==> config.mk <==
export PLATFORM = sky130hd
export DESIGN_NAME = uart_tx_queue
export DESIGN_NICKNAME = d
export VERILOG_FILES = /design/src/rtl/uart_tx_queue.sv
export SDC_FILE = /design/constraint.sdc
export NUM_CORES = 1
export LEC_CHECK = 0
export CORE_MARGIN = 4
export CORE_UTILIZATION = 65
export CTS_BUF_LIST = sky130_fd_sc_hd__clkbuf_4
export DETAILED_ROUTE_END_ITERATION = 8
export GPL_ROUTABILITY_DRIVEN = 0
export PLACE_DENSITY = 0.88
export SYNTH_ARGS = -nofsm -noshare
export SYNTH_HDL_FRONTEND = slang
export SYNTH_SLANG_ARGS = --single-unit
==> constraint.sdc <==
create_clock -name clk -period 8.3 [get_ports clk]
set_input_delay 1.66 -clock clk [delete_from_list [all_inputs] [get_ports clk]]
set_output_delay 1.66 -clock clk [all_outputs]
set_load 0.05 [all_outputs]
==> src/rtl/uart_tx_queue.sv <==
// Circular byte FIFO feeding a UART transmitter: one launch pulse per byte, paced on done_tx.
// Optional sticky overflow flag enabled by defining UART_TXQ_OVERFLOW_EN.
module uart_tx_queue #(
    parameter int unsigned DEPTH  = 16,
    parameter int unsigned ADDR_W = 4
) (
    input  logic              clk,
    input  logic              rst,
    input  logic              wr_en,
    input  logic [7:0]        wr_data,
    output logic              full,
    output logic              empty,
    output logic [ADDR_W:0]   count,
    output logic              tx_start,
    output logic [7:0]        tx_data,
    input  logic              tx_active,
    input  logic              done_tx,
    output logic              overflow,
    input  logic              ovf_clr
);

    localparam int unsigned CNT_W = ADDR_W + 1;

    typedef enum logic [1:0] {
        IDLE   = 2'd0,
        LAUNCH = 2'd1,
        WAIT   = 2'd2
    } state_t;

    state_t              state;
    state_t              state_next;
    logic [7:0]          mem [DEPTH];
    logic [ADDR_W-1:0]   wr_ptr;
    logic [ADDR_W-1:0]   rd_ptr;
    logic                wr_acc;
    logic                pop;
    logic [CNT_W-1:0]    count_next;

    always_ff @(posedge clk or posedge rst) begin
        if (rst) begin
            state <= IDLE;
        end else begin
            state <= state_next;
        end
    end

    // Pop happens only on the IDLE->LAUNCH transition.
    always_comb begin
        state_next = state;
        pop        = 1'b0;
        case (state)
            IDLE: begin
                if (!empty && !tx_active) begin
                    state_next = LAUNCH;
                    pop        = 1'b1;
                end
            end
            LAUNCH: state_next = WAIT;
            WAIT: begin
                if (done_tx) begin
                    state_next = IDLE;
                end
            end
            default: state_next = IDLE;
        endcase
    end

    // full is the pre-edge flag, so a write in a full cycle is dropped even alongside a pop.
    always_comb begin
        wr_acc     = wr_en && !full;
        count_next = count + CNT_W'(wr_acc) - CNT_W'(pop);
    end

    always_ff @(posedge clk) begin
        if (wr_acc) begin
            mem[wr_ptr] <= wr_data;
        end
    end

    always_ff @(posedge clk or posedge rst) begin
        if (rst) begin
            wr_ptr   <= '0;
            rd_ptr   <= '0;
            count    <= '0;
            full     <= 1'b0;
            empty    <= 1'b1;
            tx_start <= 1'b0;
            tx_data  <= 8'h00;
        end else begin
            if (wr_acc) begin
                wr_ptr <= wr_ptr + ADDR_W'(1);
            end
            if (pop) begin
                rd_ptr  <= rd_ptr + ADDR_W'(1);
                tx_data <= mem[rd_ptr];
            end
            count    <= count_next;
            full     <= (count_next == CNT_W'(DEPTH));
            empty    <= (count_next == '0);
            tx_start <= pop;
        end
    end

`ifdef UART_TXQ_OVERFLOW_EN
    // Set has priority over clear when both land in the same cycle.
    always_ff @(posedge clk or posedge rst) begin
        if (rst) begin
            overflow <= 1'b0;
        end else if (wr_en && full) begin
            overflow <= 1'b1;
        end else if (ovf_clr) begin
            overflow <= 1'b0;
        end
    end
`else
    logic unused_ovf_clr;
    assign unused_ovf_clr = ovf_clr;
    assign overflow       = 1'b0;
`endif

endmodule

Word-level counts from Yosys, hierarchy flattened
Memory sizes are Yosys's and may differ from the RTL's. A register that Yosys moved wholly into a read port is not among the register bits.
Index checks and enable logic that the tools add are counted.

storage, ports and cells
  flip-flop bits (word level) = 18
  memories = 1
  output and inout port bits = 17
  memory bits (writable) = 128

memories
  name  depth  bits a word  rd ports  clocked after memory_dff  wr ports  RTL line  text
  mem   16     8            1         1                         1         32        logic [7:0] mem [DEPTH];

cells by class
  reduce and logical (&&, ||, !) cells = 8
  add/sub/neg operators = 4
  muxes and demuxes = 7
  equal/unequal tests = 5

operators by type and width
  operator               count
  $add A4 B1 Y4 const B  2
  $pmux W2 S3            1
  $add A5 B1 Y5          1
  $eq A5 B5 Y1 const B   1
  $logic_not A5 Y1       1
  $sub A5 B1 Y5          1
  $mux W1                4
  $mux W2                2
  $ne A2 B2 Y1 const B   2
  $logic_not A1 Y1       3
  $eq A2 B1 Y1 const B   1
  $eq A2 B2 Y1 const B   1
  $logic_and A1 B1 Y1    2
  $logic_not A2 Y1       1
  $reduce_and A2 Y1      1

Logic depth before layout (Yosys ltp)
  depth in word-level cells = 6
  mapped depth = 12

Worst setup path before layout
Ideal clock, no wire load.

  kind = input -> register
  from = input tx_active
  to = register full
  path buffers = 1
  arrival time = 3833 ps
  library setup time = 101 ps
  setup slack = 4366 ps
  stages on the path = 12
  cells stage by stage = or4_1 > buf_2 > inv_1 > ha_1 > inv_1 > ha_1 > inv_1 > fa_1 > nor2b_1 > o21ai_0 > and3_1 > nor4_1

on the way
  word-level cells in the longest chain between the ends = 6

ends and longest elaborated chain
  what                  RTL line  text
  start, declared       16        input logic tx_active,
  $logic_not A1 Y1      53        if (!empty && !tx_active) begin
  $logic_and A1 B1 Y1   53
  $mux W1               53
  $mux W1               51        case (state)
  net pop               36        logic pop;
  $sub A5 B1 Y5         71        count_next = count + CNT_W'(wr_acc) - CNT_W'(pop);
  $eq A5 B5 Y1          98        full <= (count_next == CNT_W'(DEPTH));
  end signal, assigned  98
  end, declared         11        output logic full,

The timed path passes the listed nets, and every way through them passes these cells.
A chain may end at the register's enable or synchronous reset.

Worst setup path in the final report
  from = input tx_active
  to = register empty

on the way
  word-level cells in the longest chain between the ends = 6

ends and longest elaborated chain
  what                  RTL line  text
  $logic_not A1 Y1      53
  $logic_and A1 B1 Y1   53
  $mux W1               53
  $mux W1               51
  net pop               36
  $sub A5 B1 Y5         71
  $logic_not A5 Y1      99        empty <= (count_next == '0);
  end signal, assigned  99
  end, declared         12        output logic empty,

The timed path passes the listed nets, and every way through them passes these cells.

==> impl_metrics.ini <==
[outcome]
outcome = finished clean

[layout]
syn2layout_area_growth_pct = 10.6
drive_above_1_share_pct = 18.5
stdcell_area_sq_mm = 0.00678
final_common_cell = edfxtp_1
final_cell_mix = edfxtp_1, mux4_2, clkdlybuf4s50_1, dfrtp_1, clkbuf_4
nFillCells = 539
layout.cells.non_filler = 475
nNetsFinal = 375

[placed_design]
dpl.hpwl_mm = 6.91
port_buffers = 28
post-place-cells = 442
placed_cell_area_sq_mm = 0.00649

[route]
via_per_inst = 6.14
drt-initial-drc-count = 209
drt_pass1_iterations = 4
wire_per_inst_um = 22.4
drt_drc_violations_left = 0
totalWireLength_mm = 10.6
antenna_left = 0
via_count = 2918

[yosys]
synth_warnings = 0
synth_nets = 339
syn-cell-area_sq_mm = 0.00613
ys_seq_area_share_pct = 73.3
ys_ff_latch = 154
syn_inst = 314
yosysUniqueCellTypes = 33
avgSynthCellArea_sq_um = 19.5

[sta]
rsz0062_at_grt = false
post-route-min-period_ns = 4.29
slew_violations = 0
fin_setup_tns_ns = 0
clock_skew_ns = 0.0255
final_hold_viol_count = 0
worst_pin_slew_ns = 1.08
setup_viol = 0
fmax_mhz = 233
holdWs_ns = 0.488
timing.slew.headroom_pct = 27.8
min_period_over_period_pct = 51.7

[power_and_ir_drop]
power_leakage_nw = 2.42
total_power_mw = 2.32
ir_drop_mv = 0.215
p_per_area_mw_per_mm2 = 342

[worst_hold_path]
hold_path_class = reg -> reg

[clock_tree]
cts_buffer_depth = 2
cts_setup_buffers = 0
hold_buffers = 0
worstSkewPairLatency_ns = 0.52
cts_root_buffer = clkbuf_4
clock_sinks = 154
cts_resized = 0
cts_buffers = 17
clk_pin_slew_ns = 0.13
cts_tree = done
h-tree-depth = 4

[global_routing]
grt_start_max_net_pins = 36
antenna_found_initial = 0
grt_pass1_wl_mm = 16.8
grt_overflow = 0
grt_pass1_vias = 3045
grt_usage_pct = 21.1

[die]
start_util_pct = 66.7
placementRows = 35
core-area_sq_mm = 0.00920
fp.dieArea_sq_mm = 0.0111
die_w_um = 105
io_pins = 31
die_h_um = 105

[setup_path]
critical-path-max-stage-delay_ns = 0.68
cp_cell_sequence = clkdlybuf4s50_1 -> or4_1 -> inv_1 -> ha_1 -> inv_1 -> ha_1 -> inv_1 -> fa_1 -> nor2b_1 -> o21ai_0 -> nor3b_1 -> nor4_1
cp-end-kind = flip-flop
cpMaxStageDelayCell = or4_1
worstSetupStartpointType = input pin
crit_top_cell = inv_1
arrival_ns = 4.71
cp.required_ns = 8.72
path_max_fanout = 12
crit_type = in -> reg

[run]
drv_cap = 0
## flip-flops by register name, summed over array words and instances, names as in the netlist
name,flops
tx_start,1
tx_data,8
count,5
wr_ptr,4
state,2
rd_ptr,4
full,1
mem,128
empty,1
## routing by layer
metal  vias up  part of all wire, %  track usage [%]
met4         0                  2.3             9.47
met2       108                   52             34.5
met5         -                    0                0
li1       1304                    -                -
met1      1484                   40             27.5
met3        22                  5.2             4.82
## critical path, delay by kind of cell
kind                       cells  cell delay (ns)
and+or+nand+nor                4             1.35
AOI/OAI and AO/OA              1             0.17
adders and majority gates      3             0.83
buffers and inverters          4             0.68
## through the flow
step           util, %  setup slack, ns
6_report          73.8             4.01
5_1_grt           73.7             3.95
4_1_cts           73.7             4.08
3_5_place_dp      70.6             3.47
3_3_place_gp      70.6             3.69
2_1_floorplan        -             4.37
## cells by family after synthesis
logic type / synth area share, %
buf+inv: 2.14
other cells: 0.0612
simple gates: 4.00
fa+ha+maj: 2.37
xor+xnor: 1.29
flops: 73.3
compound gates: 2.14
mux: 14.7
## cell usage after synthesis (all sizes together)
master,n,area [sq um]
a21boi,1,7.51
a21o,8,60.1
a21oi,2,10.0
and2,16,100
and3,2,12.5
buf,11,71.3
clkbuf,2,7.51
conb,1,3.75
dfrtp,25,626
dfstp,1,26.3
edfxtp,128,3840
fa,1,20.0
ha,10,125
inv,14,52.6
mux2i,15,150
mux4,33,751
nand2,8,30.0
nand2b,2,12.5
nand4,2,12.5
nor2,5,18.8
nor2b,2,12.5
nor3,1,5.00
nor3b,2,15.0
nor4,2,12.5
o21ai,2,10.0
o22ai,7,43.8
or3,1,6.26
or4,1,7.51
xnor2,8,70.1
xor2,1,8.76
## cell type report
| class | instances | area [sq um] | share of cell area (%) |
|---|---|---|---|
| antenna | 1 | 2.50 | 0.0369 |
| tap | 111 | 139 | 2.05 |
| timing repair buffer | 30 | 295 | 4.35 |
| inverter | 14 | 52.6 | 0.775 |
| clock inverter | 13 | 150 | 2.21 |
| multi-input combinational | 133 | 1510 | 22.2 |
| clock buffer | 19 | 143 | 2.10 |
| sequential | 154 | 4500 | 66.3 |
## final timing paths
kind,start,end,slack (ns),depth (start not counted)
min,state[0],state[1],0.49,1
max,tx_active,empty,4.01,12
min in group asynchronous,rst,count[4],1.69,2
max in group asynchronous,rst,rd_ptr[1],5.90,2
max reg2reg,state[0],empty,5.00,11
min reg2reg,state[0],state[1],0.49,1
## report_power, final
group	switching, mW	internal (mW)
logic	0.441	0.359
clock network	0.248	0.215
registers	0.0945	0.960
No activity file was read; power rests on OpenSTA's default activity.
==> RTL change 1 (same settings) <==
The option `UART_TXQ_OVERFLOW_EN` is turned on by a define.
--- a/src/rtl/uart_tx_queue.sv
+++ b/src/rtl/uart_tx_queue.sv
@@ -2,2 +2,4 @@
 // Optional sticky overflow flag enabled by defining UART_TXQ_OVERFLOW_EN.
+`define UART_TXQ_OVERFLOW_EN
+
 module uart_tx_queue #(
Formal check against the unedited RTL: same outputs for any inputs over 10 cycles, from zero or initial values and one cycle with rst high; that may be too few to reach the edited logic, so the function may still have changed.
==> RTL change 1 against the unedited design <==
Total power shrank 0.29%; cell area grew 1.1%; sequential cell count grew 1; wire length grew 5.5%; synthesized area grew 1.3%; fmax grew 6.7%; synthesized cell count grew 0.96%; setup slack gained 0.27 ns.
==> RTL change 1: results (changes against the unedited design) <==
outcome -> finished, final reports clean
asr flop ratio synth -> 17.4% (+0.54 points)
Reg2Reg Setup Slack -> 5.37 ns (+0.37 ns)
# DRC -> 0 (unchanged)
dominant synthesized flop cell -> edfxtp_1
CP Launch Point -> wr_en
initial antenna violation count -> 0 (unchanged)
fraction of layout cells with a size suffix above 1 -> 18.2% (-0.30 points)
routed wl met3 -> 744 µm (+35%)
largest net degree at the start of global routing -> 35 (-2.8%)
post-synthesis compound-gate area fraction -> 2.40% (+0.25 points)
GRT Util Overall -> 22.2% (+1.0 points)
htree depth -> 4 (unchanged)
Cell Rows -> 35 (unchanged)
Mapped Nets -> 342 (+0.88%)
clk_lat worst skew -> 0.54 ns (+0.02 ns)
mux cell area share after synthesis -> 14.7% (-0.031 points)
I/O Buffers -> 30 (+7.1%)
Leakage -> 0.00243 µW (+0.61%)
ANT cells -> 0 (-1)
CP max FO -> 8 (-4)
Critical Path AT -> 4.47 ns (-0.24 ns)
hold depth -> 1 (unchanged)
HP Start -> tx_data[1]
GRT met2 Usage -> 37.4% (+3.0 points)
dpl cell area -> 6590 µm² (+1.6%)
post_cts resized -> 0 (unchanged)
HP Class -> reg2reg
vias in the first global route -> 3,217 (+5.6%)
met1 Usage GRT -> 27.9% (+0.47 points)
Root Buffer Master -> clkbuf_4
Final Hold Viols -> 0 (unchanged)
Setup Fix Bufs, Post-CTS -> 0 (unchanged)
CTS buffer count -> 17 (unchanged)
nets -> 381 (+1.6%)
clk_skew -> 0.0214 ns (-0.00412 ns)
wl on met1 -> 4330 µm (+0.46%)
M3 GR Usage -> 6.18% (+1.4 points)
DRT iter0 DRCs -> 185 (-11%)
Reg clk slew, reported paths -> 0.14 ns
most frequent cells after synthesis -> edfxtp_1, mux4_2, dfrtp_1
XOR/XNOR share of the synthesized area -> 1.27% (-0.017 points)
register area share after synthesis -> 72.8% (-0.56 points)
metal2 WL -> 5960 µm (+7.7%)
VDD IR-drop max -> 0.275 mV (+28%)
adder-cell share of the synthesized area -> 2.34% (-0.031 points)
DR WL/cell -> 22.5 µm (+0.64%)
first-pass GRT wire length -> 17,900 µm (+6.7%)
Max transition margin -> 28.0% (+0.29 points)
Synth area leaders -> edfxtp_1, dfrtp_1, mux4_2, mux2i_1, mux4_1
setup_tns -> 0 ns (unchanged)
Pre-Repair DR Iteration Count -> 5 (+1)
via/cell ratio -> 6.02 (-1.9%)
HPWL after DPL -> 7380 µm (+6.8%)
hold endpoint -> tx_data[1]
crit path capture -> empty
Top Layer Used -> met4
post-synth cell types -> 37 (+12%)
## RTL change 1: cell types whose count changed after synthesis, moves of 2 or more
cell    unedited run  this run
buf_2              6         4
buf_4              4         2
nor2_1             5         2
mux4_1             2         5
buf_6              1         4
mux4_2            31        27
## RTL change 1: cell families after synthesis
family,count (synthesis)
AO/OA/AOI/OAI,23
XOR/XNOR,9
adder cells (fa/ha/maj),11
buffers and inverters,28
flip-flops,155
multiplexers,49
AND/OR/NAND/NOR,42
## RTL change 1: worst max-delay path: stages
cell and delay [ns]:
clkdlybuf4s50_1 0.47, nor2b_1 0.43, inv_1 0.16, ha_1 0.32
inv_1 0.05, ha_1 0.15, inv_1 0.05, fa_1 0.39
nor2b_1 0.11, o21ai_0 0.16, nor3b_1 0.20, nor4_1 0.30
## RTL change 1: metrics by stage
step	util [%]	worst slack, ns	std cells	hold WS, ns
finish	73.9	4.28	498	0.493
detailed placement	71.0	3.73	466	0.465
global route	73.9	4.09	498	0.536
CTS	73.9	4.34	498	0.496
floorplan	-	4.33	317	0.451
global placement	71.0	3.88	466	0.459
## RTL change 1: cell type report
| cell class | instances | area, µm² |
|---|---|---|
| Multi-Input combinational cell | 134 | 1530 |
| Clock buffer | 17 | 128 |
| Sequential cell | 155 | 4520 |
| Inverter | 15 | 57.6 |
| Fill cell | 560 | 2420 |
| Tap cell | 129 | 161 |
| Timing Repair Buffer | 33 | 323 |
| Clock inverter | 15 | 143 |
## RTL change 1: power by group
| group | leakage, µW | total, µW | switching (µW) | internal, µW |
|---|---|---|---|---|
| clock network | 0.000149 | 431 | 295 | 136 |
| logic | 0.000798 | 852 | 489 | 363 |
| registers | 0.00148 | 1030 | 62.3 | 965 |
| total | 0.00243 | 2310 | 846 | 1460 |
==> RTL change 2 (same settings) <==
Without the edit above. Register the output `count` once more, with the module's reset; this adds one clock of latency there. The other outputs are not delayed to match.
--- a/src/rtl/uart_tx_queue.sv
+++ b/src/rtl/uart_tx_queue.sv
@@ -28,2 +28,4 @@
     } state_t;
+
+    logic [ADDR_W:0] count_s0;
 
@@ -70,3 +72,3 @@
         wr_acc     = wr_en && !full;
-        count_next = count + CNT_W'(wr_acc) - CNT_W'(pop);
+        count_next = count_s0 + CNT_W'(wr_acc) - CNT_W'(pop);
     end
@@ -83,3 +85,3 @@
             rd_ptr   <= '0;
-            count    <= '0;
+            count_s0 <= '0;
             full     <= 1'b0;
@@ -96,3 +98,3 @@
             end
-            count    <= count_next;
+            count_s0 <= count_next;
             full     <= (count_next == CNT_W'(DEPTH));
@@ -120,2 +122,10 @@
 
+    always_ff @(posedge clk or posedge rst) begin
+        if (rst) begin
+            count <= '0;
+        end else begin
+            count <= count_s0;
+        end
+    end
+
 endmodule
Check against the original RTL: not equivalent (a bounded check fails within 4 cycles, from zero or initial values and one cycle with rst high).
==> RTL change 2 against the unedited design <==
Combinational power increased by 2.9%; wire length increased by 3.2%; synthesized area increased by 3.1%; first-iteration DRC count increased by 1.9%; setup slack improved by 0.031 ns; critical path depth unchanged; sequential cell count increased by 5; count of clock-buffer cells in the layout unchanged; fmax increased by 0.73%; largest cell class unchanged; total power increased by 2.0%; cell area increased by 2.6%; critical endpoint is now full.
==> RTL change 2: results (changes against the unedited design) <==
outcome -> finished, final reports clean
pre-CTS setup slack -> 3.52 ns (+0.0559 ns)
DRT iter0 DRCs -> 213 (+1.9%)
most frequent cells after synthesis -> edfxtp_1, dfrtp_1, mux4_2
HPWL after DPL -> 7100 µm (+2.8%)
nets -> 389 (+3.7%)
Synth area leaders -> edfxtp_1, dfrtp_1, mux4_2, mux2i_1, mux4_1
CTS buffer count -> 17 (unchanged)
htree depth -> 4 (unchanged)
Worst path slowest cell -> or4_1
asr flop ratio synth -> 19.5% (+2.6 points)
Pre-Repair DR Iteration Count -> 4 (unchanged)
post-synth cell types -> 41 (+24%)
largest net degree at the start of global routing -> 38 (+5.6%)
Largest regs -> mem: 128 flops, tx_data: 8 flops
I/O Buffers -> 28 (unchanged)
Critical Path AT -> 4.68 ns (-0.03 ns)
CP max FO -> 11 (-1)
dpl cell area -> 6680 µm² (+2.9%)
Mapped Nets -> 353 (+4.1%)
clk_lat worst skew -> 0.53 ns
post_cts resized -> 0 (unchanged)
clk_skew -> 0.0200 ns (-0.00554 ns)
ANT cells -> 0 (-1)
register area share after synthesis -> 73.1% (-0.20 points)
routed wire length -> 11,000 µm (+3.2%)
initial antenna violation count -> 0 (unchanged)
Post-synth EDFFs -> 128 (unchanged)
fraction of layout cells with a size suffix above 1 -> 17.8% (-0.69 points)
vias in the first global route -> 3,222 (+5.8%)
Synth Warn # -> 0 (unchanged)
Layout fillers -> 562 (+4.3%)
VDD IR-drop max -> 0.182 mV (-15%)
HP Class -> reg2reg
GRT Util Overall -> 21.3% (+0.16 points)
first-pass GRT wire length -> 17,700 µm (+5.2%)
CP max stage delay -> 0.66 ns (-0.02 ns)
Root Buffer Master -> clkbuf_4
Setup Fix Bufs, Post-CTS -> 0 (unchanged)
Leakage -> 0.00247 µW (+2.2%)
slew of the pin with the lowest slew margin -> 1.13 ns (+0.0434 ns)
vias -> 3,097 (+6.1%)
Reg clk slew, reported paths -> 0.14 ns
Max Buffers Root-to-Sink -> 2 (unchanged)
-- RTL change 2: changes by cell type after synthesis, moves of 2 or more --
cell,before,now
mux4_2,31,25
dfrtp_1,25,30
mux2_2,0,3
mux4_1,2,5
o21ai_0,2,5
a31oi_1,0,2
buf_4,4,2
buf_6,1,3
-- RTL change 2: path summary, 6_finish.rpt --
path                                  start   endpoint  slack, ns  cells after the start
worst max register to register     state[1]       full       5.07                     11
worst min register to register  count_s0[0]   count[0]       0.40                      0
worst max-delay path              tx_active       full       4.04                     12
worst min-delay path            count_s0[0]   count[0]       0.40                      0
max in group asynchronous               rst  rd_ptr[1]       5.85                      2
min in group asynchronous               rst   count[3]       1.70                      2
-- RTL change 2: logic make-up (layout without fill, tap and decap cells) --
kind of cell	after synthesis	count (layout)	synth area share, %
mux	49	49	14.1
other cells	1	1	0.0593
simple gates	45	45	4.02
fa+ha+maj	11	11	2.30
flops	159	159	73.1
buf+inv	28	77	2.51
xor+xnor	9	9	1.25
compound gates	26	26	2.67
-- RTL change 2: per-stage QoR --
step	total power (µW)	std cells	util (%)	hold slack, ns
final	2360	506	74.3	0.402
after global routing	2480	506	74.3	0.409
after CTS	2380	506	74.3	0.407
after detailed placement	1940	474	71.2	0.374
after global placement	1890	474	71.2	0.368
after floorplan	1720	328	-	0.360
-- RTL change 2: report_power, final --
group / leakage, µW / internal (µW) / total (µW) / switching, µW
Clock: 0.000141 / 186 / 448 / 262
Combinational: 0.000801 / 361 / 823 / 462
Sequential: 0.00153 / 996 / 1090 / 97.4
-- RTL change 2: final cells by class --
cell class                      instances  area, µm²  area share, %
Sequential cell                       159       4620           66.4
Multi-Input combinational cell        141       1540           22.1
Inverter                               15       56.3          0.809
Clock inverter                         13        143           2.05
Clock buffer                           19        143           2.05
Timing Repair Buffer                   30        295           4.24
Tap cell                              129        161           2.32
-- RTL change 2: critical path, delay by kind of cell --
kind / cells / cell delay, ns
AND/OR/NAND/NOR: 4 / 1.28
AO/OA/AOI/OAI: 1 / 0.14
buffers and inverters: 4 / 0.78
adder cells (fa/ha/maj): 3 / 0.81
-- RTL change 2: routing by layer --
layer	up-vias	GRT usage, %	share of wire [%]
met5	-	0	0
met4	0	7.21	1.5
met3	19	5.24	5.7
met2	125	35.0	53
met1	1594	28.3	40
li1	1359	-	-
